## src/rtl/sdram_arb_pkg.sv

```systemverilog
// Shared types and helpers for the SDRAM burst arbiter: FSM state, slot width and slot-type decode.
package sdram_arb_pkg;

   typedef enum logic {
      IDLE = 1'b0,
      BUSY = 1'b1
   } state_t;

   localparam int DEF_NUM_WR = 2;
   localparam int DEF_NUM_RD = 2;
   localparam int SLOT_W     = $clog2(DEF_NUM_WR + DEF_NUM_RD);

   // Writers occupy slots 0..num_wr-1; every slot at or above num_wr is a reader.
   function automatic logic is_rd(input int slot, input int num_wr);
      return slot >= num_wr;
   endfunction

endpackage

```

## src/rtl/sdram_rr_pick.sv

```systemverilog
// Combinational round-robin picker: returns the first set request at or after ptr, wrapping at N.
module sdram_rr_pick #(
   parameter int N  = 4,
   parameter int PW = 2
) (
   input  logic [N-1:0]  req,
   input  logic [PW-1:0] ptr,
   output logic          valid,
   output logic [PW-1:0] idx
);

   // Scan from the farthest slot back to ptr so the nearest requester is written last and wins.
   always_comb begin
      // NOTE: every output gets a default before the loop, otherwise unassigned paths infer latches.
      valid = 1'b0;
      idx   = '0;
      for (int k = N - 1; k >= 0; k--) begin
         if (req[PW'((int'(ptr) + k) % N)]) begin
            valid = 1'b1;
            idx   = PW'((int'(ptr) + k) % N);
         end
      end
   end

endmodule

```

## src/rtl/sdram_burst_arbiter.sv

```systemverilog
// Round-robin arbiter sharing one sdram_core burst port among write and read masters.
// Optional build macro SDRAM_ARB_RD_PRIO_EN: pending readers always win over writers.
import sdram_arb_pkg::*;

module sdram_burst_arbiter #(
   parameter int NUM_WR     = DEF_NUM_WR,
   parameter int NUM_RD     = DEF_NUM_RD,
   parameter int DATA_BITS  = 16,
   parameter int ADDR_BITS  = 24,
   parameter int BURST_BITS = 10
) (
   input  logic                           clk,
   input  logic                           rst_n,
   input  logic [NUM_WR-1:0]              m_wr_burst_req,
   input  logic [NUM_WR*BURST_BITS-1:0]   m_wr_burst_len,
   input  logic [NUM_WR*ADDR_BITS-1:0]    m_wr_burst_addr,
   input  logic [NUM_WR*DATA_BITS-1:0]    m_wr_burst_data,
   output logic [NUM_WR-1:0]              m_wr_burst_data_req,
   output logic [NUM_WR-1:0]              m_wr_burst_finish,
   input  logic [NUM_RD-1:0]              m_rd_burst_req,
   input  logic [NUM_RD*BURST_BITS-1:0]   m_rd_burst_len,
   input  logic [NUM_RD*ADDR_BITS-1:0]    m_rd_burst_addr,
   output logic [NUM_RD-1:0]              m_rd_burst_data_valid,
   output logic [DATA_BITS-1:0]           m_rd_burst_data,
   output logic [NUM_RD-1:0]              m_rd_burst_finish,
   output logic                           s_wr_burst_req,
   output logic [BURST_BITS-1:0]          s_wr_burst_len,
   output logic [ADDR_BITS-1:0]           s_wr_burst_addr,
   output logic [DATA_BITS-1:0]           s_wr_burst_data,
   input  logic                           s_wr_burst_data_req,
   input  logic                           s_wr_burst_finish,
   output logic                           s_rd_burst_req,
   output logic [BURST_BITS-1:0]          s_rd_burst_len,
   output logic [ADDR_BITS-1:0]           s_rd_burst_addr,
   input  logic                           s_rd_burst_data_valid,
   input  logic [DATA_BITS-1:0]           s_rd_burst_data,
   input  logic                           s_rd_burst_finish
);

   localparam int NSLOT = NUM_WR + NUM_RD;
   localparam int SW    = $clog2(NSLOT);

   state_t                state, state_nx;
   logic [SW-1:0]         gnt, rr_ptr, ptr_nx;
   logic [BURST_BITS-1:0] len_q, pick_len;
   logic [ADDR_BITS-1:0]  addr_q, pick_addr;
   logic                  pick_valid, grant_load, ptr_load, zero_fin;
   logic [SW-1:0]         pick_idx;
   logic                  gnt_rd, busy_wr, busy_rd, core_finish;

   function automatic logic [SW-1:0] inc_slot(input logic [SW-1:0] s);
      return (s == SW'(NSLOT - 1)) ? '0 : s + 1'b1;
   endfunction

`ifdef SDRAM_ARB_RD_PRIO_EN
   localparam int RW = (NUM_RD > 1) ? $clog2(NUM_RD) : 1;
   localparam int WW = (NUM_WR > 1) ? $clog2(NUM_WR) : 1;
   logic          rd_valid, wr_valid;
   logic [RW-1:0] rd_idx, rd_ptr;
   logic [WW-1:0] wr_idx, wr_ptr;

   // A pointer parked in the other group restarts that group's search at its first slot.
   assign rd_ptr = (rr_ptr >= SW'(NUM_WR)) ? RW'(rr_ptr - SW'(NUM_WR)) : '0;
   assign wr_ptr = (rr_ptr <  SW'(NUM_WR)) ? WW'(rr_ptr) : '0;

   sdram_rr_pick #(.N(NUM_RD), .PW(RW)) u_pick_rd (
      .req(m_rd_burst_req), .ptr(rd_ptr), .valid(rd_valid), .idx(rd_idx)
   );
   sdram_rr_pick #(.N(NUM_WR), .PW(WW)) u_pick_wr (
      .req(m_wr_burst_req), .ptr(wr_ptr), .valid(wr_valid), .idx(wr_idx)
   );

   assign pick_valid = rd_valid | wr_valid;
   assign pick_idx   = rd_valid ? SW'(NUM_WR) + SW'(rd_idx) : SW'(wr_idx);
`else
   sdram_rr_pick #(.N(NSLOT), .PW(SW)) u_pick (
      .req({m_rd_burst_req, m_wr_burst_req}), .ptr(rr_ptr), .valid(pick_valid), .idx(pick_idx)
   );
`endif

   always_comb begin
      pick_len  = '0;
      pick_addr = '0;
      for (int i = 0; i < NUM_WR; i++) begin
         if (pick_idx == SW'(i)) begin
            pick_len  = m_wr_burst_len[i*BURST_BITS +: BURST_BITS];
            pick_addr = m_wr_burst_addr[i*ADDR_BITS +: ADDR_BITS];
         end
      end
      for (int i = 0; i < NUM_RD; i++) begin
         if (pick_idx == SW'(NUM_WR + i)) begin
            pick_len  = m_rd_burst_len[i*BURST_BITS +: BURST_BITS];
            pick_addr = m_rd_burst_addr[i*ADDR_BITS +: ADDR_BITS];
         end
      end
   end

   assign gnt_rd      = is_rd(int'(gnt), NUM_WR);
   assign busy_wr     = (state == BUSY) && !gnt_rd;
   assign busy_rd     = (state == BUSY) && gnt_rd;
   assign core_finish = gnt_rd ? s_rd_burst_finish : s_wr_burst_finish;

   always_comb begin
      state_nx   = state;
      grant_load = 1'b0;
      ptr_load   = 1'b0;
      ptr_nx     = rr_ptr;
      zero_fin   = 1'b0;
      case (state)
         IDLE: begin
            if (pick_valid) begin
               ptr_load = 1'b1;
               ptr_nx   = inc_slot(pick_idx);
               // Zero-length bursts never reach the core; the master is released immediately.
               if (pick_len == '0) begin
                  zero_fin = 1'b1;
               end else begin
                  grant_load = 1'b1;
                  state_nx   = BUSY;
               end
            end
         end
         BUSY: begin
            if (core_finish) begin
               ptr_load = 1'b1;
               ptr_nx   = inc_slot(gnt);
               state_nx = IDLE;
            end
         end
         default: state_nx = IDLE;
      endcase
   end

   always_ff @(posedge clk or negedge rst_n) begin
      if (!rst_n) begin
         state  <= IDLE;
         gnt    <= '0;
         rr_ptr <= '0;
         len_q  <= '0;
         addr_q <= '0;
      end else begin
         // NOTE: state registers use non-blocking assignments so all flops update from pre-edge values.
         state <= state_nx;
         if (ptr_load) rr_ptr <= ptr_nx;
         if (grant_load) begin
            gnt    <= pick_idx;
            len_q  <= pick_len;
            addr_q <= pick_addr;
         end
      end
   end

   assign s_wr_burst_req  = busy_wr;
   assign s_wr_burst_len  = busy_wr ? len_q  : '0;
   assign s_wr_burst_addr = busy_wr ? addr_q : '0;
   assign s_rd_burst_req  = busy_rd;
   assign s_rd_burst_len  = busy_rd ? len_q  : '0;
   assign s_rd_burst_addr = busy_rd ? addr_q : '0;
   assign m_rd_burst_data = busy_rd ? s_rd_burst_data : '0;

   always_comb begin
      m_wr_burst_data_req   = '0;
      m_wr_burst_finish     = '0;
      m_rd_burst_data_valid = '0;
      m_rd_burst_finish     = '0;
      s_wr_burst_data       = '0;
      for (int i = 0; i < NUM_WR; i++) begin
         if (busy_wr && gnt == SW'(i)) begin
            m_wr_burst_data_req[i] = s_wr_burst_data_req;
            m_wr_burst_finish[i]   = s_wr_burst_finish;
            s_wr_burst_data        = m_wr_burst_data[i*DATA_BITS +: DATA_BITS];
         end
         if (zero_fin && pick_idx == SW'(i)) m_wr_burst_finish[i] = 1'b1;
      end
      for (int i = 0; i < NUM_RD; i++) begin
         if (busy_rd && gnt == SW'(NUM_WR + i)) begin
            m_rd_burst_data_valid[i] = s_rd_burst_data_valid;
            m_rd_burst_finish[i]     = s_rd_burst_finish;
         end
         if (zero_fin && pick_idx == SW'(NUM_WR + i)) m_rd_burst_finish[i] = 1'b1;
      end
   end

endmodule

```

## config.mk

```make
export PLATFORM = sky130hd
export DESIGN_NAME = sdram_burst_arbiter
export DESIGN_NICKNAME = d
export VERILOG_FILES = /design/src/rtl/sdram_arb_pkg.sv /design/src/rtl/sdram_rr_pick.sv /design/src/rtl/sdram_burst_arbiter.sv
export SDC_FILE = /design/constraint.sdc
export NUM_CORES = 1
export LEC_CHECK = 0
export ABC_AREA = 1
export BUFFER_PORTS_ARGS = -buffer_cell sky130_fd_sc_hd__buf_2
export CAP_MARGIN = 5
export CORE_AREA = 2 2 119 121
export DETAILED_ROUTE_END_ITERATION = 10
export DIE_AREA = 0 0 121 123
export GPL_TIMING_DRIVEN = 0
export SLEW_MARGIN = 20
export SYNTH_ARGS = -nofsm -noshare
export SYNTH_HDL_FRONTEND = slang
export SYNTH_SLANG_ARGS = --single-unit
```

## constraint.sdc

```tcl
create_clock -name clk -period 6.6 [get_ports clk]
set_clock_uncertainty 0.1 [all_clocks]
set_input_delay 0.66 -clock clk [delete_from_list [all_inputs] [get_ports clk]]
set_output_delay 0.66 -clock clk [all_outputs]
set_load 0.02 [all_outputs]
```

==> results.md, run 1 <==
- CP arrival: 3490 ps
- Drt initial violations: 209
- Clock transition at path regs: 60 ps
- CTS sink cnt: 39
- DR vias/cell: between 4 and 5
- Gr ovfl total: 0
- Wirelength, routed: 16.78 mm
- Number of synthesis warnings: 0
- Worst vdd ir: approximately 430 uV
- # fillers: 1,583
- Cell Area, Placed: 5710 sq um
- Die Y: 123 um
- H-Tree Depth: 2
- CTS tree: built
- Initial core utilization: 29.16%
- Die Area: 14,880 sq um
- Top-count cell post-synth: nand2_1
- Req. time, crit path: about 5800 ps
- Vias in the first global route: 4,839
- Unrepaired setup endpoints after global routing: false
- Nets: 1,234
- Cell area after synthesis: a little under 4000 sq um
- Mapped Nets: a little over 900
- Number of buffers added on ports: roughly 300
- Synth area leaders: nand2_1 (25%), dfrtp_1 (25%), nor2_1 (11%), nand3_1 (7.9%), inv_1 (6.5%)
- Crit path time final: 4247 ps
- Async set-or-reset flop fraction in the synthesized netlist: 100.0%
- Yosys cell types: 25
- Core area: 13,610 sq um
- Via count: 5,446
- Width of the die: between 100 and 150 um
- CTS resizes: 0
- # DRC: 0
- Pin count of the biggest net entering global routing: 40
- Critical R2R Launch: rr_ptr[0]
- Worst slack, placed: roughly 2400 ps
- Pleak: 3.694 nW
- FMAX: around 240 MHz
- P&R area growth vs syn: 48.27%
- Slew headroom: 42.35%
- DR pass1 iterations: 4
- GRT Util Overall: 20.82%
- Syn_area_per_cell: 5.497 sq um
- Critical path type: flop to output port
- Final hold vios: 0
- Row count: 43
- Status: finished clean
- Worst-Skew Late Latency: 270 ps
- First-pass GRT wire length: 24.34 mm
- Synth cell count leaders: nand2_1 (265), nor2_1 (116), inv_1 (69)
- Setup TNS: 0 ps
- Number of synthesized flops with an enable pin: 0
- Startpoint types: flop
- Post-CTS Setup Repair Bufs: 0
- Layout cells sized above 1: approximately 34%
- Routability cong.: 0.8815
- Root buf cell: clkbuf_16
- Area fraction of the dominant cell type after synthesis: 25.06%
- Max cap viols: 0
- Most used DFF post-synth: dfrtp_1
- Top cell by count, worst path: nand2_1
- Hold Startpoint: len_q[6]
- Fin cells: roughly 1,200
- CP Launch Point: rr_ptr[0]
- Cell count after synthesis: 722
- Post-synth top area cell: nand2_1
- Crit-path max FO: 10
- Critical Path Sink Type: output port
- Final setup vio count: 0
- Post-DP HPWL: 14.35 mm
- Cell total after placement: 1,205
- # diodes: 0
- Power Density: 687.3 nW/um^2
- Slowest CP cell: dfrtp_1
- Number of synthesized register bits: 39
- Total CTS buffers: 5
- # IOs: 304
- Final ANT Viol Nets: 0
- Setup WS post-layout: 2353 ps
- Bufs on Longest Clock Path: 2
- Crit share post-route: 64.35%
- Hold_buf cts: 0
- Initial antenna violation count: 0
- Slew at the pin with the worst max-slew slack: 864.8 ps
- Register area share after synthesis: 24.59%
- CP peak stage delay: 350 ps
- WL/cell: around 14 um
- Worst hold path class: flop to flop
- Max-slew violation count: 0
- Overall power: 0.004045 W
- Design area: 5884 sq um
## placed cells by master, fill, tap and decap left out, drive strengths merged
cell and instances:
nand3 63, or2 1, nand4 4, o21bai 1, bufinv 1, ha 8
clkinv 4, nor2 125, dfrtp 39, a21oi 37, nor3 2, nand2 271
buf 330, inv 74, o21ai 51, clkbuf 22
## cell type report
cell class                      instances  area [sq um]  share of cell area (%)
Buffer                                 43         251.5                   4.274
Clock buffer                            6         138.9                   2.360
Clock inverter                          2         35.03                  0.5954
Inverter                               77         291.5                   4.954
Multi-Input combinational cell        563          2450                   41.63
Sequential cell                        39         975.9                   16.59
Tap cell                              180         225.2                   3.827
Timing Repair Buffer                  303          1516                   25.77
## flip-flops by register name, indices dropped and copies added (netlist names)
register,flops
len_q,10
gnt,2
addr_q,24
state,1
rr_ptr,2
## through the flow
| step | hold slack (ps) | util [%] |
|---|---|---|
| final | 370.2 | 43.23 |
| after global routing | 389.8 | 43.23 |
| after CTS | 373.2 | 43.23 |
| after detailed placement | 359.2 | 41.95 |
| after global placement | 355.3 | 41.95 |
| after floorplan | 264.4 | - |
## final timing paths
| check | to | slack, ps | cells past startpoint |
|---|---|---|---|
| setup / recovery | m_rd_burst_finish[1] | 2350 | 25 |
| hold / removal | len_q[6] | 370 | 2 |
| setup reg to reg | addr_q[17] | 3200 | 22 |
| hold reg to reg | len_q[6] | 370 | 2 |
| max in group asynchronous | len_q[5] | 5450 | 1 |
| min in group asynchronous | addr_q[18] | 390 | 1 |
## report_power, final
| group | internal (W) | switching, W | total (W) |
|---|---|---|---|
| registers | 0.000366 | 0.0000690 | 0.000435 |
| logic | 0.00108 | 0.00225 | 0.00333 |
| clock network | 0.000188 | 0.0000915 | 0.000279 |
## metal layers
layer	global-route usage (%)	vias up	part of all wire, %	wire length (um)
met4	3.634	0	0.82	137
met3	2.768	9	6.5	1087
li1	-	2843	-	-
met1	26.46	2396	43	7261
met2	38.03	198	49	8297
met5	0	-	0	0
## worst max-delay path, delay by kind of cell, from the launching register on
family	cells	cell delay, ps
flops	1	350
compound gates	1	100
fa+ha+maj	1	160
buf+inv	7	880
simple gates	16	1690
## cells by family after synthesis
family                     count (synthesis)  share of synthesized area (%)
DFF                                       39                          24.59
and+or+nand+nor                          466                          47.64
buffers and inverters                    120                          13.68
adders and majority gates                  8                          2.522
AOI/OAI and AO/OA                         89                          11.57
Note: power is estimated with default switching activity, not from simulation.
==> run 2, diff against run 1 <==
- CORE_AREA: 2 2 119 121 -> 2 2 117 119
- DIE_AREA: 0 0 121 123 -> 0 0 119 121
- PLACE_DENSITY: unset -> 0.66
- clock period: 6.6 -> 3.55 ns (I/O delays scaled with it)
==> results.md, run 2 (synthesis results as in run 1) <==
- Pin count of the biggest net entering global routing: 40 (unchanged)
- Initial antenna violation count: 0 (unchanged)
- Unrepaired setup endpoints after global routing: true (was false)
- Wirelength, routed: 18.11 mm (was 16.78 mm)
- # diodes: 0 (unchanged)
- Die Area: 14,400 sq um (was 14,880 sq um)
- Slew headroom: 40.63% (was 42.35%)
- Req. time, crit path: 3090 ps (was 5840 ps)
- Gr ovfl total: 0 (unchanged)
- Critical path type: flop to output port (unchanged)
- Crit path time final: roughly 3600 ps
- Initial core utilization: 30.33% (was 29.16%)
- Core area: 13,090 sq um (was 13,610 sq um)
- H-Tree Depth: 2 (unchanged)
- Final setup vio count: 5 (was 0)
- Regs by FF count: addr_q (24), len_q (10) (unchanged)
- Commonest non-fill, non-tap cells in the layout: buf_2 (310), nand2_1 (230), nor2_1 (110), inv_1 (63), nand3_1 (55) (was buf_2 (315), nand2_1 (265), nor2_1 (116), inv_1 (69), nand3_1 (63))
- Violated checks: negative setup slack
- CP arrival: 3170 ps (was 3490 ps)
- Die Y: 121 um (was 123 um)
- DR pass1 iterations: 4 (unchanged)
- Total CTS buffers: 5 (unchanged)
- CTS tree: built (unchanged)
- Max cap viols: 0 (unchanged)
- WL/cell: 14.42 um (was 13.84 um)
- FMAX: 275.8 MHz
- Nets: 1,281 (was 1,234)
- Crit-path max FO: 8 (was 10)
- Final hold vios: 0 (unchanged)
- Register name with the most flops: addr_q (unchanged)
- Bufs on Longest Clock Path: 2 (unchanged)
- Startpoint types: flop (unchanged)
- Via count: 5,740 (was 5,446)
- Setup WS post-layout: -75.88 ps (was 2353 ps)
- Worst hold path class: input port to asynchronous set/reset pin (was flop to flop)
- Cell Area, Placed: 5705 sq um (was 5710 sq um)
- FF-to-FF setup slack: -60 ps (was 3200 ps)
- Critical Path Sink Type: output port (unchanged)
- Flip-flop count of the largest register after layout: 24 (unchanged)
- Layout cells sized above 1: 43.70% (was 34.37%)
- Post-DP HPWL: 14.09 mm (was 14.35 mm)
- CTS sink cnt: 39 (unchanged)
- First-pass GRT wire length: 26.25 mm (was 24.34 mm)
- Number of buffers added on ports: 303 (unchanged)
- Crit share post-route: 102.1%
- GRT Util Overall: 22.82% (was 20.82%)
- Status: finished with violations (was finished clean)
- Hold_buf cts: 0 (unchanged)
- DR vias/cell: 4.570 (was 4.490)
- Width of the die: 119 um (was 121 um)
- # fillers: 1,369 (was 1,583)
- # DRC: 0 (unchanged)
- Drt initial violations: 241 (was 209)
- Commonest non-fill, non-tap cell in the layout: buf_2 (unchanged)
- Routability cong.: 0.8773 (was 0.8815)
- Root buf cell: clkbuf_16 (unchanged)
- Slew at the pin with the worst max-slew slack: 890.6 ps (was 864.8 ps)
- Max-slew violation count: 0 (unchanged)
- Row count: 42 (was 43)
- Worst-Skew Late Latency: 280 ps (was 270 ps)
- # IOs: 304 (unchanged)
- Clock transition at path regs: 60 ps (about the same)
- Vias in the first global route: 5,230 (was 4,839)
- P&R area growth vs syn: 67.21% (was 48.27%)
- Final ANT Viol Nets: 0 (unchanged)
- Design area: 6636 sq um (was 5884 sq um)
[run 2: cell count changes in the layout (fill, tap and decap cells not counted), sizes merged]
cell and change:
buf +44, bufinv -1, clkbuf +1, clkinv -1
clkinvlp +2, inv +1, o21bai +1
[run 2: critical path, stage by stage (launching register included)]
cell,delay (ps)
dfrtp_2,480
inv_4,110
nand2_2,50
nand2_2,80
nand2_2,70
nand2_1,90
nand3_2,100
nand2_2,80
nand2_2,60
nand2_4,120
inv_4,70
ha_4,170
buf_2,160
a21oi_1,120
nand2_1,70
nand2_1,70
nand2_1,90
nor2_2,140
inv_1,90
nor2_4,160
nand4_1,210
nand2_1,160
buf_6,130
[run 2: per-stage QoR]
stage          setup TNS (ps)  instances  setup slack, ps  util, %  hold WS, ps
2_1_floorplan               0        722            591.9        -       -40.59
3_3_place_gp           -21.34       1201           -17.93    43.60        355.3
3_5_place_dp           -189.9       1201           -96.58    43.60        359.0
4_1_cts                -13.89       1236           -13.89    47.15        116.5
5_1_grt                 -6841       1256           -317.0    50.72        156.7
6_report               -240.6       1256           -75.88    50.72        92.48
[run 2: routing by layer]
metal | vias up | GRT usage, % | wire length, um
met2 | 206 | 42.39 | 9303
met3 | 21 | 2.256 | 889
li1 | 2953 | - | -
met1 | 2560 | 28.48 | 7604
met4 | 0 | 4.985 | 312
met5 | - | 0 | 0
[run 2: layout make-up]
| type | instances | area (sq um) | share of cell area [%] |
|---|---|---|---|
| Tap cell | 176 | 220.2 | 3.318 |
| Clock buffer | 5 | 125.1 | 1.885 |
| Multi-Input combinational cell | 564 | 2760 | 41.59 |
| Inverter | 77 | 311.5 | 4.695 |
| Sequential cell | 39 | 978.4 | 14.74 |
| Clock inverter | 3 | 23.77 | 0.3582 |
| Buffer | 42 | 274.0 | 4.129 |
| Timing Repair Buffer | 350 | 1943 | 29.28 |
[run 2: path summary, 6_finish.rpt]
kind,from,endpoint,cells past startpoint
setup / recovery,rr_ptr[0],m_wr_burst_finish[1],22
hold / removal,rst_n,addr_q[18],1
setup reg to reg,rr_ptr[0],len_q[8],29
hold reg to reg,addr_q[19],addr_q[19],2
max in group asynchronous,rst_n,rr_ptr[0],1
min in group clk,m_rd_burst_addr[41],addr_q[17],5
[run 2: timing repair]
action	4_1_cts	5_1_grt
endpoints found under the setup margin	4	41
pin swaps	17	31
gates resized for setup	40	85
buffers inserted	27	15
gates cloned	1	5
Power of run 2 is not shown: default switching activity piles up to over one toggle a cycle in this logic, so the estimate is an artifact.
==> run 3, diff against run 2 <==
- ABC_AREA: 1 -> 0
- CORE_AREA: 2 2 117 119 -> 2 2 118 120
- DIE_AREA: 0 0 119 121 -> 0 0 120 122
- PLACE_DENSITY: 0.66 -> unset
==> results.md, run 3 <==
- Commonest non-fill, non-tap cell in the layout: buf_2 (unchanged)
- FMAX: 287.2 MHz (was 275.8 MHz)
- Pin count of the biggest net entering global routing: 40 (unchanged)
- Wirelength, routed: 17.64 mm (was 18.11 mm)
- Crit share post-route: 98.09% (was 102.1%)
- Number of synthesized flops with an enable pin: 0 (unchanged)
- Unrepaired setup endpoints after global routing: true (unchanged)
- Critical path type: flop to output port (unchanged)
- Crit-path max FO: 10 (was 8)
- Post-synth top area cell: dfrtp_1 (was nand2_1)
- # DRC: 0 (unchanged)
- Via count: 4,876 (was 5,740)
- GRT Util Overall: 22.70% (was 22.82%)
- Die Y: 122 um (was 121 um)
- Most used DFF post-synth: dfrtp_1 (unchanged)
- Area fraction of the dominant cell type after synthesis: 25.35% (was 25.06%)
- Register area share after synthesis: 25.35% (was 24.59%)
- Row count: 43 (was 42)
- CP arrival: 3030 ps (was 3170 ps)
- Mapped Nets: 693 (was 924)
- Synth cell count leaders: nand2_1 (71), a21oi_1 (54), and2_1 (48) (was nand2_1 (265), nor2_1 (116), inv_1 (69))
- Worst slack, placed: -324.4 ps (was -96.58 ps)
- Root buf cell: clkbuf_16 (unchanged)
- Regs by FF count: addr_q (24), len_q (10) (unchanged)
- H-Tree Depth: 2 (unchanged)
- Initial antenna violation count: 0 (unchanged)
- Total CTS buffers: 5 (unchanged)
- DR vias/cell: 4.896 (was 4.570)
- Core area: 13,500 sq um (was 13,090 sq um)
- Cell area after synthesis: 3850 sq um (was 3969 sq um)
- Pleak: around 3.3 nW
- Cell count after synthesis: 491 (was 722)
- Layout cells sized above 1: 49.63% (was 43.70%)
- Status: finished clean (was finished with violations)
- Worst vdd ir: 366.1 uV
- Overall power: 0.005446 W
- Max-slew violation count: 0 (unchanged)
- WL/cell: 17.71 um (was 14.42 um)
- Crit path time final: 3482 ps (was 3626 ps)
- Max cap viols: 0 (unchanged)
- Width of the die: 120 um (was 119 um)
- Top-count cell post-synth: nand2_1 (unchanged)
- Final setup vio count: 0 (was 5)
- Slew headroom: 38.44% (was 40.63%)
- Register name with the most flops: addr_q (unchanged)
- Startpoint types: flop (unchanged)
- Routability cong.: 0.8211 (was 0.8773)
- Clock transition at path regs: 60 ps (about the same)
- Number of buffers added on ports: 303 (unchanged)
- Die Area: 14,640 sq um (was 14,400 sq um)
- Worst-Skew Late Latency: 290 ps (was 280 ps)
- P&R area growth vs syn: 58.99% (was 67.21%)
- CTS sink cnt: 39 (unchanged)
- DR pass1 iterations: 4 (unchanged)
- CTS tree: built (unchanged)
- Number of synthesis warnings: 0 (unchanged)
- Slew at the pin with the worst max-slew slack: 923.3 ps (was 890.6 ps)
- Initial core utilization: 28.51% (was 30.33%)
- Vias in the first global route: 4,582 (was 5,230)
- Syn_area_per_cell: 7.841 sq um (was 5.497 sq um)
- Gr ovfl total: 0 (unchanged)
- Flip-flop count of the largest register after layout: 24 (unchanged)
- First-pass GRT wire length: 25.59 mm (was 26.25 mm)
- Critical Path Sink Type: output port (unchanged)
- Commonest non-fill, non-tap cells in the layout: buf_2 (300), nand2_1 (71), a21oi_1 (53), and2_1 (47), and3_1 (40) (was buf_2 (310), nand2_1 (230), nor2_1 (110), inv_1 (63), nand3_1 (55))
- # fillers: 1,431 (was 1,369)
- Drt initial violations: 221 (was 241)
- # IOs: 304 (unchanged)
- # diodes: 0 (unchanged)
- Number of synthesized register bits: 39 (unchanged)
- Cell Area, Placed: 5592 sq um (was 5705 sq um)
- Worst hold path class: input port to asynchronous set/reset pin (unchanged)
- Power Density: 889.7 nW/um^2
- Yosys cell types: 42 (was 25)
- Nets: 1,017 (was 1,281)
- Final ANT Viol Nets: 0 (unchanged)
- Design area: 6121 sq um (was 6636 sq um)
- Final hold vios: 0 (unchanged)
- Bufs on Longest Clock Path: 2 (unchanged)
- Post-DP HPWL: 13.85 mm (was 14.09 mm)
- Req. time, crit path: 3090 ps (about the same)
- Async set-or-reset flop fraction in the synthesized netlist: 100.0% (unchanged)
- Synth area leaders: dfrtp_1 (25%), mux2_4 (10%), and2_1 (7.8%), a21oi_1 (7.0%), nand2_1 (6.9%) (was nand2_1 (25%), dfrtp_1 (25%), nor2_1 (11%), nand3_1 (7.9%), inv_1 (6.5%))
- Setup WS post-layout: 67.84 ps (was -75.88 ps)
==> run 3: cell types whose count changed in the layout (fill, tap and decap cells not counted), moves of 23 or more <==
cell	change
nor2_1	-94
nand2_2	-35
o21ai_0	-23
inv_1	-53
mux2_4	+26
nand2_1	-159
nand3_1	-53
and2_1	+47
and3_1	+40
==> run 3: path summary, 6_finish.rpt <==
| kind | from | endpoint | slack (ps) | depth (start not counted) |
|---|---|---|---|---|
| max | rr_ptr[1] | m_wr_burst_finish[1] | 70 | 13 |
| min | rst_n | addr_q[6] | 110 | 1 |
| max reg2reg | rr_ptr[1] | len_q[1] | 210 | 15 |
| min reg2reg | addr_q[10] | addr_q[10] | 430 | 1 |
| max in group asynchronous | rst_n | rr_ptr[1] | 2610 | 1 |
| min in group clk | m_rd_burst_addr[44] | addr_q[20] | 310 | 4 |
==> run 3: timing repair <==
item | CTS | global route
cloned | 0 | 2
pin swaps | 5 | 11
gates resized for setup | 24 | 44
setup buffers | 3 | 12
hold buffers | 0 | 0
endpoints found under the setup margin | 48 | 40
==> run 3: critical path, cell delays in order, from the launching register on <==
cell and delay, ps:
dfrtp_2 460, mux2i_2 170, a211oi_2 310, buf_4 200, ha_2 260, buf_6 170, nand2_1 80, o211a_4 160
o22ai_4 210, nor4b_4 70, buf_6 130, and2_4 160, a32o_2 240, buf_6 130
==> run 3: area by class of cell <==
class | instances | area, sq um | area share (%)
Buffer | 42 | 225.2 | 3.679
Inverter | 13 | 56.30 | 0.9199
Timing Repair Buffer | 319 | 1659 | 27.11
Sequential cell | 39 | 977.2 | 15.96
Multi-Input combinational cell | 395 | 2804 | 45.81
Clock inverter | 2 | 35.03 | 0.5724
Tap cell | 180 | 225.2 | 3.679
Clock buffer | 6 | 138.9 | 2.269
==> run 3: logic make-up after synthesis <==
| logic type | share of synthesized area [%] |
|---|---|
| DFF | 25.35 |
| AOI/OAI and AO/OA | 22.36 |
| and+or+nand+nor | 30.39 |
| muxes | 12.35 |
| buffers and inverters | 6.954 |
| adders and majority gates | 2.600 |
==> run 3: power breakdown <==
group | leakage (nW) | switching [W] | internal, W
Sequential | 0.484 | 0.000169 | 0.000664
Clock | 0.0868 | 0.000185 | 0.000350
Combinational | 2.77 | 0.00236 | 0.00172
Total | 3.34 | 0.00271 | 0.00273
==> run 3: stage by stage <==
step	util, %	instances	setup TNS [ps]	hold slack [ps]
after CTS	43.61	985	-6.670	141.5
after global routing	45.33	996	-159.7	186.3
after detailed placement	41.41	974	-8360	409.8
after floorplan	-	491	0	-40.59
final	45.33	996	0	105.9
after global placement	41.41	974	-9099	407.8
==> run 3: metal layers <==
metal / vias up / routed length [um] / GRT usage [%]
met3: 20 / 1205 / 4.260
met1: 2260 / 7357 / 28.00
met2: 210 / 8861 / 41.48
met4: 0 / 215 / 3.971
met5: - / 0 / 0
li1: 2386 / - / -
